[config.mk]
export PLATFORM = sky130hd
export DESIGN_NAME = qqspi_rd_cache
export DESIGN_NICKNAME = d
export VERILOG_FILES = /design/src/rtl/qqspi_cache_pkg.sv /design/src/rtl/qqspi_cache_store.sv /design/src/rtl/qqspi_rd_cache.sv
export SDC_FILE = /design/constraint.sdc
export NUM_CORES = 1
export LEC_CHECK = 0
export BUFFER_PORTS_ARGS = -buffer_cell sky130_fd_sc_hd__buf_2
export CAP_MARGIN = 20
export CORE_UTILIZATION = 45
export DETAILED_ROUTE_END_ITERATION = 8
export GPL_TIMING_DRIVEN = 0
export HOLD_SLACK_MARGIN = 0.05
export PLACE_DENSITY_LB_ADDON = 0.05
export SYNTH_ARGS = -nofsm -noshare
export SYNTH_HDL_FRONTEND = slang
export SYNTH_SLANG_ARGS = --single-unit
[constraint.sdc]
create_clock -name clk -period 4.5 [get_ports clk]
set_input_delay 0.675 -clock clk [delete_from_list [all_inputs] [get_ports clk]]
set_output_delay 0.675 -clock clk [all_outputs]
set_load 0.05 [all_outputs]
[src/rtl/qqspi_cache_pkg.sv]
// rtl/qqspi_cache_pkg.sv - shared types, widths and byte-merge helper for the qqspi read cache
package qqspi_cache_pkg;

    localparam int ADDR_W = 23;
    localparam int DATA_W = 32;
    localparam int STRB_W = DATA_W / 8;

    typedef enum logic [1:0] {
        IDLE    = 2'd0,
        MEM     = 2'd1,
        RELEASE = 2'd2
    } state_e;

    function automatic logic [DATA_W-1:0] merge_bytes(
        input logic [DATA_W-1:0] old_w,
        input logic [DATA_W-1:0] new_w,
        input logic [STRB_W-1:0] strb
    );
        logic [DATA_W-1:0] m;
        m = old_w;
        for (int b = 0; b < STRB_W; b++) begin
            if (strb[b]) begin
                m[8*b +: 8] = new_w[8*b +: 8];
            end
        end
        return m;
    endfunction

endpackage

[src/rtl/qqspi_cache_store.sv]
// rtl/qqspi_cache_store.sv - tag/data/valid storage with async read and byte-enabled sync write
module qqspi_cache_store
    import qqspi_cache_pkg::*;
#(
    parameter int ENTRIES = 8,
    parameter int IDX_W   = $clog2(ENTRIES),
    parameter int TAG_W   = ADDR_W - IDX_W
) (
    input  logic              clk,
    input  logic              reset,
    input  logic [IDX_W-1:0]  rd_idx_i,
    output logic              rd_vld_o,
    output logic [TAG_W-1:0]  rd_tag_o,
    output logic [DATA_W-1:0] rd_data_o,
    input  logic              wr_en_i,
    input  logic              wr_alloc_i,
    input  logic [IDX_W-1:0]  wr_idx_i,
    input  logic [TAG_W-1:0]  wr_tag_i,
    input  logic [DATA_W-1:0] wr_data_i,
    input  logic [STRB_W-1:0] wr_strb_i,
    input  logic              clr_i
);

    logic [TAG_W-1:0]  tag_q  [ENTRIES];
    logic [DATA_W-1:0] data_q [ENTRIES];
    logic [ENTRIES-1:0] vld_q;

    // Clear wins over a same-cycle allocate so a flush never leaves a stale line valid.
    always_ff @(posedge clk or posedge reset) begin
        if (reset) begin
            vld_q <= '0;
        end else if (clr_i) begin
            vld_q <= '0;
        end else if (wr_en_i && wr_alloc_i) begin
            vld_q[wr_idx_i] <= 1'b1;
        end
    end

    always_ff @(posedge clk) begin
        if (wr_en_i) begin
            if (wr_alloc_i) begin
                tag_q[wr_idx_i] <= wr_tag_i;
            end
            data_q[wr_idx_i] <= merge_bytes(data_q[wr_idx_i], wr_data_i, wr_strb_i);
        end
    end

    assign rd_vld_o  = vld_q[rd_idx_i];
    assign rd_tag_o  = tag_q[rd_idx_i];
    assign rd_data_o = data_q[rd_idx_i];

endmodule

[src/rtl/qqspi_rd_cache.sv]
// rtl/qqspi_rd_cache.sv - direct-mapped write-through word cache in front of the qqspi controller
module qqspi_rd_cache
    import qqspi_cache_pkg::*;
#(
    parameter int ENTRIES = 8,
    parameter int IDX_W   = $clog2(ENTRIES)
) (
    input  logic              clk,
    input  logic              reset,
    input  logic              cache_en,
    input  logic              flush,
    input  logic [ADDR_W-1:0] addr,
    input  logic [DATA_W-1:0] wdata,
    input  logic [STRB_W-1:0] wstrb,
    input  logic              valid,
    output logic              ready,
    output logic [DATA_W-1:0] rdata,
    output logic [ADDR_W-1:0] mem_addr,
    output logic [DATA_W-1:0] mem_wdata,
    output logic [STRB_W-1:0] mem_wstrb,
    output logic              mem_valid,
    input  logic              mem_ready,
    input  logic [DATA_W-1:0] mem_rdata
);

    localparam int TAG_W = ADDR_W - IDX_W;

    state_e            state_q, state_d;
    logic              kill_q, kill_d;
    logic              whit_q, whit_d;
    logic              ready_q, ready_d;
    logic [DATA_W-1:0] rdata_q, rdata_d;
    logic [ADDR_W-1:0] mem_addr_q, mem_addr_d;
    logic [DATA_W-1:0] mem_wdata_q, mem_wdata_d;
    logic [STRB_W-1:0] mem_wstrb_q, mem_wstrb_d;
    logic              mem_valid_q, mem_valid_d;

    logic              rd_vld;
    logic [TAG_W-1:0]  rd_tag;
    logic [DATA_W-1:0] rd_data;
    logic              wr_en;
    logic              wr_alloc;
    logic [DATA_W-1:0] wr_data;
    logic [STRB_W-1:0] wr_strb;

    logic req_is_read;
    logic mem_is_read;
    logic hit;
    logic accept;

    assign req_is_read = (wstrb == '0);
    assign mem_is_read = (mem_wstrb_q == '0);
    assign hit         = cache_en && rd_vld && (rd_tag == addr[ADDR_W-1:IDX_W]);
    // Blocking on ready_q keeps a request still held during its ready cycle from re-issuing.
    assign accept      = (state_q == IDLE) && valid && !ready_q;

    qqspi_cache_store #(
        .ENTRIES (ENTRIES),
        .IDX_W   (IDX_W),
        .TAG_W   (TAG_W)
    ) u_store (
        .clk        (clk),
        .reset      (reset),
        .rd_idx_i   (addr[IDX_W-1:0]),
        .rd_vld_o   (rd_vld),
        .rd_tag_o   (rd_tag),
        .rd_data_o  (rd_data),
        .wr_en_i    (wr_en),
        .wr_alloc_i (wr_alloc),
        .wr_idx_i   (mem_addr_q[IDX_W-1:0]),
        .wr_tag_i   (mem_addr_q[ADDR_W-1:IDX_W]),
        .wr_data_i  (wr_data),
        .wr_strb_i  (wr_strb),
        .clr_i      (flush)
    );

    always_comb begin
        state_d     = state_q;
        kill_d      = kill_q;
        whit_d      = whit_q;
        ready_d     = 1'b0;
        rdata_d     = rdata_q;
        mem_addr_d  = mem_addr_q;
        mem_wdata_d = mem_wdata_q;
        mem_wstrb_d = mem_wstrb_q;
        mem_valid_d = mem_valid_q;
        wr_en       = 1'b0;
        wr_alloc    = 1'b0;
        wr_data     = mem_rdata;
        wr_strb     = '1;

        case (state_q)
            IDLE: begin
                kill_d = 1'b0;
                if (accept) begin
                    if (req_is_read && hit) begin
                        rdata_d = rd_data;
                        ready_d = 1'b1;
                    end else begin
                        mem_addr_d  = addr;
                        mem_wdata_d = wdata;
                        mem_wstrb_d = wstrb;
                        mem_valid_d = 1'b1;
                        whit_d      = hit && !req_is_read;
                        state_d     = MEM;
                    end
                end
            end
            MEM: begin
                if (flush && mem_is_read) begin
                    kill_d = 1'b1;
                end
                if (mem_ready) begin
                    mem_valid_d = 1'b0;
                    state_d     = RELEASE;
                    if (mem_is_read) begin
                        rdata_d = mem_rdata;
                        // A flush landing on this very cycle must also stop the fill.
                        if (cache_en && !kill_q && !flush) begin
                            wr_en    = 1'b1;
                            wr_alloc = 1'b1;
                        end
                    end else if (whit_q && cache_en) begin
                        wr_en   = 1'b1;
                        wr_data = mem_wdata_q;
                        wr_strb = mem_wstrb_q;
                    end
                end
            end
            RELEASE: begin
                if (flush && mem_is_read) begin
                    kill_d = 1'b1;
                end
                if (!mem_ready) begin
                    ready_d = 1'b1;
                    kill_d  = 1'b0;
                    state_d = IDLE;
                end
            end
            default: begin
                state_d     = IDLE;
                mem_valid_d = 1'b0;
            end
        endcase
    end

    always_ff @(posedge clk or posedge reset) begin
        if (reset) begin
            state_q     <= IDLE;
            kill_q      <= 1'b0;
            whit_q      <= 1'b0;
            ready_q     <= 1'b0;
            rdata_q     <= '0;
            mem_addr_q  <= '0;
            mem_wdata_q <= '0;
            mem_wstrb_q <= '0;
            mem_valid_q <= 1'b0;
        end else begin
            state_q     <= state_d;
            kill_q      <= kill_d;
            whit_q      <= whit_d;
            ready_q     <= ready_d;
            rdata_q     <= rdata_d;
            mem_addr_q  <= mem_addr_d;
            mem_wdata_q <= mem_wdata_d;
            mem_wstrb_q <= mem_wstrb_d;
            mem_valid_q <= mem_valid_d;
        end
    end

    assign ready     = ready_q;
    assign rdata     = rdata_q;
    assign mem_addr  = mem_addr_q;
    assign mem_wdata = mem_wdata_q;
    assign mem_wstrb = mem_wstrb_q;
    assign mem_valid = mem_valid_q;

endmodule

* Word-level counts from Yosys, hierarchy flattened *
Memories as Yosys holds them, arrays and structs flattened.
Index checks and enable logic that the tools add are counted.

storage, ports and cells
  memory bits (writable) = 416
  memories = 2
  bits in registers = 105
  logic and storage cells = 117

memory list
  memory          words  bits a word  read ports  clocked after Yosys merged registers in  wr ports  RTL line                 source
  u_store.data_q  8      32           1           0                                        1         qqspi_cache_store.sv:25  logic [DATA_W-1:0] data_q [ENTRIES];
  u_store.tag_q   8      20           1           0                                        1         qqspi_cache_store.sv:24  logic [TAG_W-1:0] tag_q [ENTRIES];

cells by class
  reduce and logical (&&, ||, !) cells = 30
  bitwise gates (word level) = 3
  magnitude comparators = 3
  eq/ne operators = 13
  muxes and demuxes = 56

operators by type and width
  operator                                                            number
  2-to-1 mux 32 bit                                                   8
  2-to-1 mux 8 bit                                                    10
  one-hot mux 32 bit (2 select lines)                                 1
  2-to-1 mux 1 bit                                                    23
  == test 20 bit                                                      1
  inequality test 2 bit (second input constant)                       9
  2-to-1 mux 4 bit                                                    4
  logical AND 1 bit                                                   12
  zero test 4 bit                                                     2
  < comparator 3 x 4 -> 1 bit (second input constant)                 2
  2-to-1 mux 2 bit                                                    4
  bitwise OR 8 bit                                                    1
  AND reduction 2 bit                                                 4
  AND reduction 4 bit                                                 2
  one-hot mux 1 bit (3 select lines)                                  2
  one-hot mux 2 bit (3 select lines)                                  1
  AND reduction 5 bit                                                 1
  zero test 1 bit                                                     4
  nonzero test 2 bit                                                  2
  binary-select mux 1 bit (select 3 bit)                              1
  demux 1 bit (select 3 bit)                                          1
  greater-or-equal comparator 3 x 1 -> 1 bit (second input constant)  1
  AND reduction 3 bit                                                 1
  nonzero test 3 bit                                                  1
  other kinds (6)                                                     7

* Logic depth before layout (Yosys ltp) *
  depth after elaboration = 10
  gate-level depth with buffers = 12
  gate-level depth less buffers = 8

* By module *
From an unflattened synthesis, not the netlist that was laid out.

second synthesis, totals
  cell total of the unflattened synthesis = 1,027
  area, all modules = 21,269.1 um^2

modules (own cells, without submodules)
  module             cells each  times used  area an instance (um^2)
  qqspi_cache_store  677         1           16,387.0
  qqspi_rd_cache     350         1           4,882.2

* Worst setup path after synthesis *
No wires, ideal clock.

  path kind = input to register
  start point = in addr[0]
  end point = reg rdata_q[0] (netlist: rdata[0])
  setup time = 0.125 ns
  cell stages on the path = 11
  required time = 4.375 ns
  arrival = 3.173 ns
  setup slack = 1.202 ns
  cell sequence = buf_2 > buf_2 > mux4_2 > mux2i_1 > xor2_1 > o2111ai_1 > nor4_2 > nand4_1 > a21oi_2 > buf_6 > mux2_4

between the ends
  cells in the longest elaborated chain, start to end = 7

RTL lines
  element                                                                      RTL line               source
  start, declared                                                              qqspi_rd_cache.sv:12   input logic [ADDR_W-1:0] addr,
  parallel branches: the longest is 7 deep, another holds memory (8 x 20 bit)  -
  end signal, assigned                                                         qqspi_rd_cache.sv:163  rdata_q <= rdata_d;
  end, declared                                                                qqspi_rd_cache.sv:32   logic [DATA_W-1:0] rdata_q, rdata_d;

Parallel ways; which one is timed is not known. The select of a mux whose other input is x is not followed.
A chain may end at the register's enable or synchronous reset.

* Worst setup path in the final report *
Same ends and word-level chain as after synthesis.

==> results.tsv <==
metric	value	unit
hp-class	input pin to register	
final_cells	2003	
hold_viol_final	0	
drtPass1Iterations	4	
start_util	0.461	
ys_seq_area_frac	0.717	
core	0.0458	mm²
dieArea	0.0477	mm²
netlist_area	0.0211	mm²
crit_type	input pin to register	
synth-seq-cells	521	
fin_tns_setup	0	ns
cp_slowest_cell	nor4_2	
cts_buffers	56	
synth_cell_types	48	
wl_met1	22400	µm
grt_antenna_before_repair	1	
rows	78	
wirelength	50500	µm
multiInputGateArea	0.00569	mm²
fin_crit_sh	0.889	
skew	0.0240	ns
dieWidth	218	µm
finalNetCount	1456	
cts.sinks	521	
finalSetupViolCount	0	
peakVddDrop	0.430	mV
drv_slew	0	
cp_max_fo	10	
wl_met3	2460	µm
grtUsageTotal	0.217	
drc	0	
grt_first_pass_wirelength	74400	µm
status	finished clean	
crit_chain	buf_2 -> buf_2 -> buf_2 -> mux2i_1 -> xor2_1 -> o2111ai_1 -> nor4_2 -> nand4_1 -> a21oi_2 -> buf_6 -> mux2_4	
syn-num-nets	1208	
power	15.2	mW
drive_above_1_share	0.379	
hold_path_depth	2	
critical-path-max-stage-delay	0.70	ns
grt_pass1_vias	11500	
root_buffer	clkbuf_16	
drt_iter0_drc	853	
synth_ff_type	edfxtp_1	
cp-end-kind	register	
area_growth_syn_to_layout	17.6	%
clock_latency	0.61	ns
synth_area_per_cell	19.0	µm²
synth_edf_count	416	
wl_met2	24500	µm
fill_cells	3667	
die_h	218	µm
crit_path_start_kind	input pin	
period_minus_slack	4.00	ns
path_clk_slew	0.06	ns
yosysWarnings	0	
max_freq	250	MHz
cts_resized	0	
tightestPinTransition	1.05	ns
crit_top_cell	buf_2	
ant_nets	0	
cts_tree	yes	
cts_buffer_depth	3	
portBuffers	185	
dp_hpwl	32400	µm
relSlewSlack	0.297	
worstPathArrival	4.47	ns
place_congestion	0.722	
routedWlPerCell	25.2	µm
hold_ws	0.306	ns
vias_per_cell	5.51	
seq_area	0.0151	mm²
num_vias	11000	
pin_count	190	
rsz0062_at_grt	no	
p_leak	8.93	nW
cp.required	4.97	ns
synthCells	1107	
r2r_cells	9	
gr-total-overflow	0	
p_per_area	614	mW/mm²
grt_max_degree	87	
h-tree-depth	2	
placed_cells	1894	
async_flop_share	0.202	
max_cap_violations	0	
top_layer	met4	
cell usage in the layout (no fill, tap or decap), drive strengths merged, types with 3 or more instances in the layout:
master      n
mux4       90
o22ai       4
nor4        4
a21oi      11
nor2       62
nand3b      3
a31oi       4
o21ai      36
clkinv     17
mux2      130
bufinv      8
clkinvlp    3
edfxtp    416
nand4       3
inv         9
buf       226
nand3       8
nand2      38
nor2b       4
ha          4
a22oi       6
clkbuf     93
or3         4
xor2       13
dfrtp     105
mux2i      77
sequential cells by signal, summed over array words and instances, names as in the netlist:
register / cells
mem_addr: 23
u_store.data_q: 256
ready: 1
state_q: 2
rdata: 32
whit_q: 1
kill_q: 1
mem_wdata: 32
mem_wstrb: 4
mem_valid: 1
u_store.vld_q: 8
u_store.tag_q: 160
final timing paths:
| kind | slack, ns | to | from |
|---|---|---|---|
| worst max-delay path | 0.50 | rdata[0] | addr[0] |
| worst min-delay path | 0.31 | mem_wdata[20] | wdata[20] |
| worst max register to register | 0.79 | rdata[0] | u_store.tag_q[3][14] |
| worst min register to register | 0.50 | u_store.vld_q[0] | u_store.vld_q[0] |
| max in group asynchronous | 3.10 | mem_wdata[0] | reset |
| min in group asynchronous | 0.61 | rdata[9] | reset |
logic make-up (layout without fill, tap and decap cells):
group | count (synthesis) | count (layout) | synth area share
compound gates | 71 | 71 | 0.0198
xor+xnor | 15 | 15 | 0.00623
fa+ha+maj | 4 | 4 | 0.00237
buf+inv | 62 | 357 | 0.0161
flops | 521 | 521 | 0.717
mux | 297 | 297 | 0.209
other cells | 0 | 1 | 0
simple gates | 137 | 137 | 0.0298
synthesized netlist by cell type (2+ instances only):
cell type  count  area share
and3_1         2     0.00059
o22ai_1        4      0.0012
and2_1         2     0.00059
a21o_1         2     0.00071
buf_2         15      0.0036
or3b_2         2     0.00083
or3_1          4      0.0012
mux2_4        30       0.021
nand3_1        7      0.0017
mux4_1         7      0.0087
buf_4          7      0.0025
o2111ai_1      2     0.00083
mux2i_1       77       0.037
o21ai_0       36      0.0085
ha_1           4      0.0024
xor2_1        13      0.0054
xnor2_1        2     0.00083
mux4_2        83       0.089
nor2b_1        4      0.0012
a21oi_1       10      0.0024
nor2_1        62       0.011
buf_6          6      0.0032
mux2_2       100       0.053
a31oi_1        4      0.0012
nor4_2         2      0.0012
a22o_1         2     0.00083
nand4_1        3     0.00089
nor4_1         2     0.00059
a22oi_1        6      0.0021
edfxtp_1     416        0.59
clkbuf_1      19      0.0034
inv_1          6      0.0011
nand2_1       38      0.0068
nand3b_1       3      0.0011
buf_1          8      0.0014
dfrtp_1      105        0.12
metrics by stage:
step	instance area (µm²)	utilization	setup slack, ns
floorplan	21100	-	1.06
global placement	22800	0.497	-0.970
detailed placement	22900	0.500	-0.102
CTS	24800	0.541	0.503
global route	24800	0.542	0.316
finish	24800	0.542	0.497
per-layer routing:
metal | vias up | track usage
met1 | 5817 | 0.302
met2 | 252 | 0.348
met5 | - | 0
met4 | 0 | 0.0669
li1 | 4897 | -
met3 | 68 | 0.0380
cell type report:
type	instances	area share
multi-input combinational	524	0.229
antenna	1	0.000101
sequential	521	0.610
buffer	56	0.0128
timing repair buffer	190	0.0406
tap	600	0.0303
inverter	6	0.00111
clock buffer	74	0.0613
clock inverter	31	0.0148
worst max-delay path: cells and delay by family:
| family | cells | cell delay (ns) |
|---|---|---|
| compound gates | 2 | 0.70 |
| xor+xnor | 1 | 0.23 |
| buf+inv | 4 | 1.26 |
| mux | 2 | 0.63 |
| simple gates | 2 | 0.95 |
report_power, final:
part / switching, mW / leakage [nW] / internal, mW / total, mW
clock network: 1.88 / 0.920 / 2.83 / 4.71
registers: 0.506 / 5.00 / 5.94 / 6.45
logic: 2.79 / 3.01 / 1.28 / 4.07
total: 5.17 / 8.93 / 10.1 / 15.2
timing repair:
item                                    CTS  global route
endpoints found under the setup margin    0             0
hold buffers                              1             0
endpoints found under the hold margin    19             0
buffers inserted                          0             0
Power figures use the tool's default switching activity.
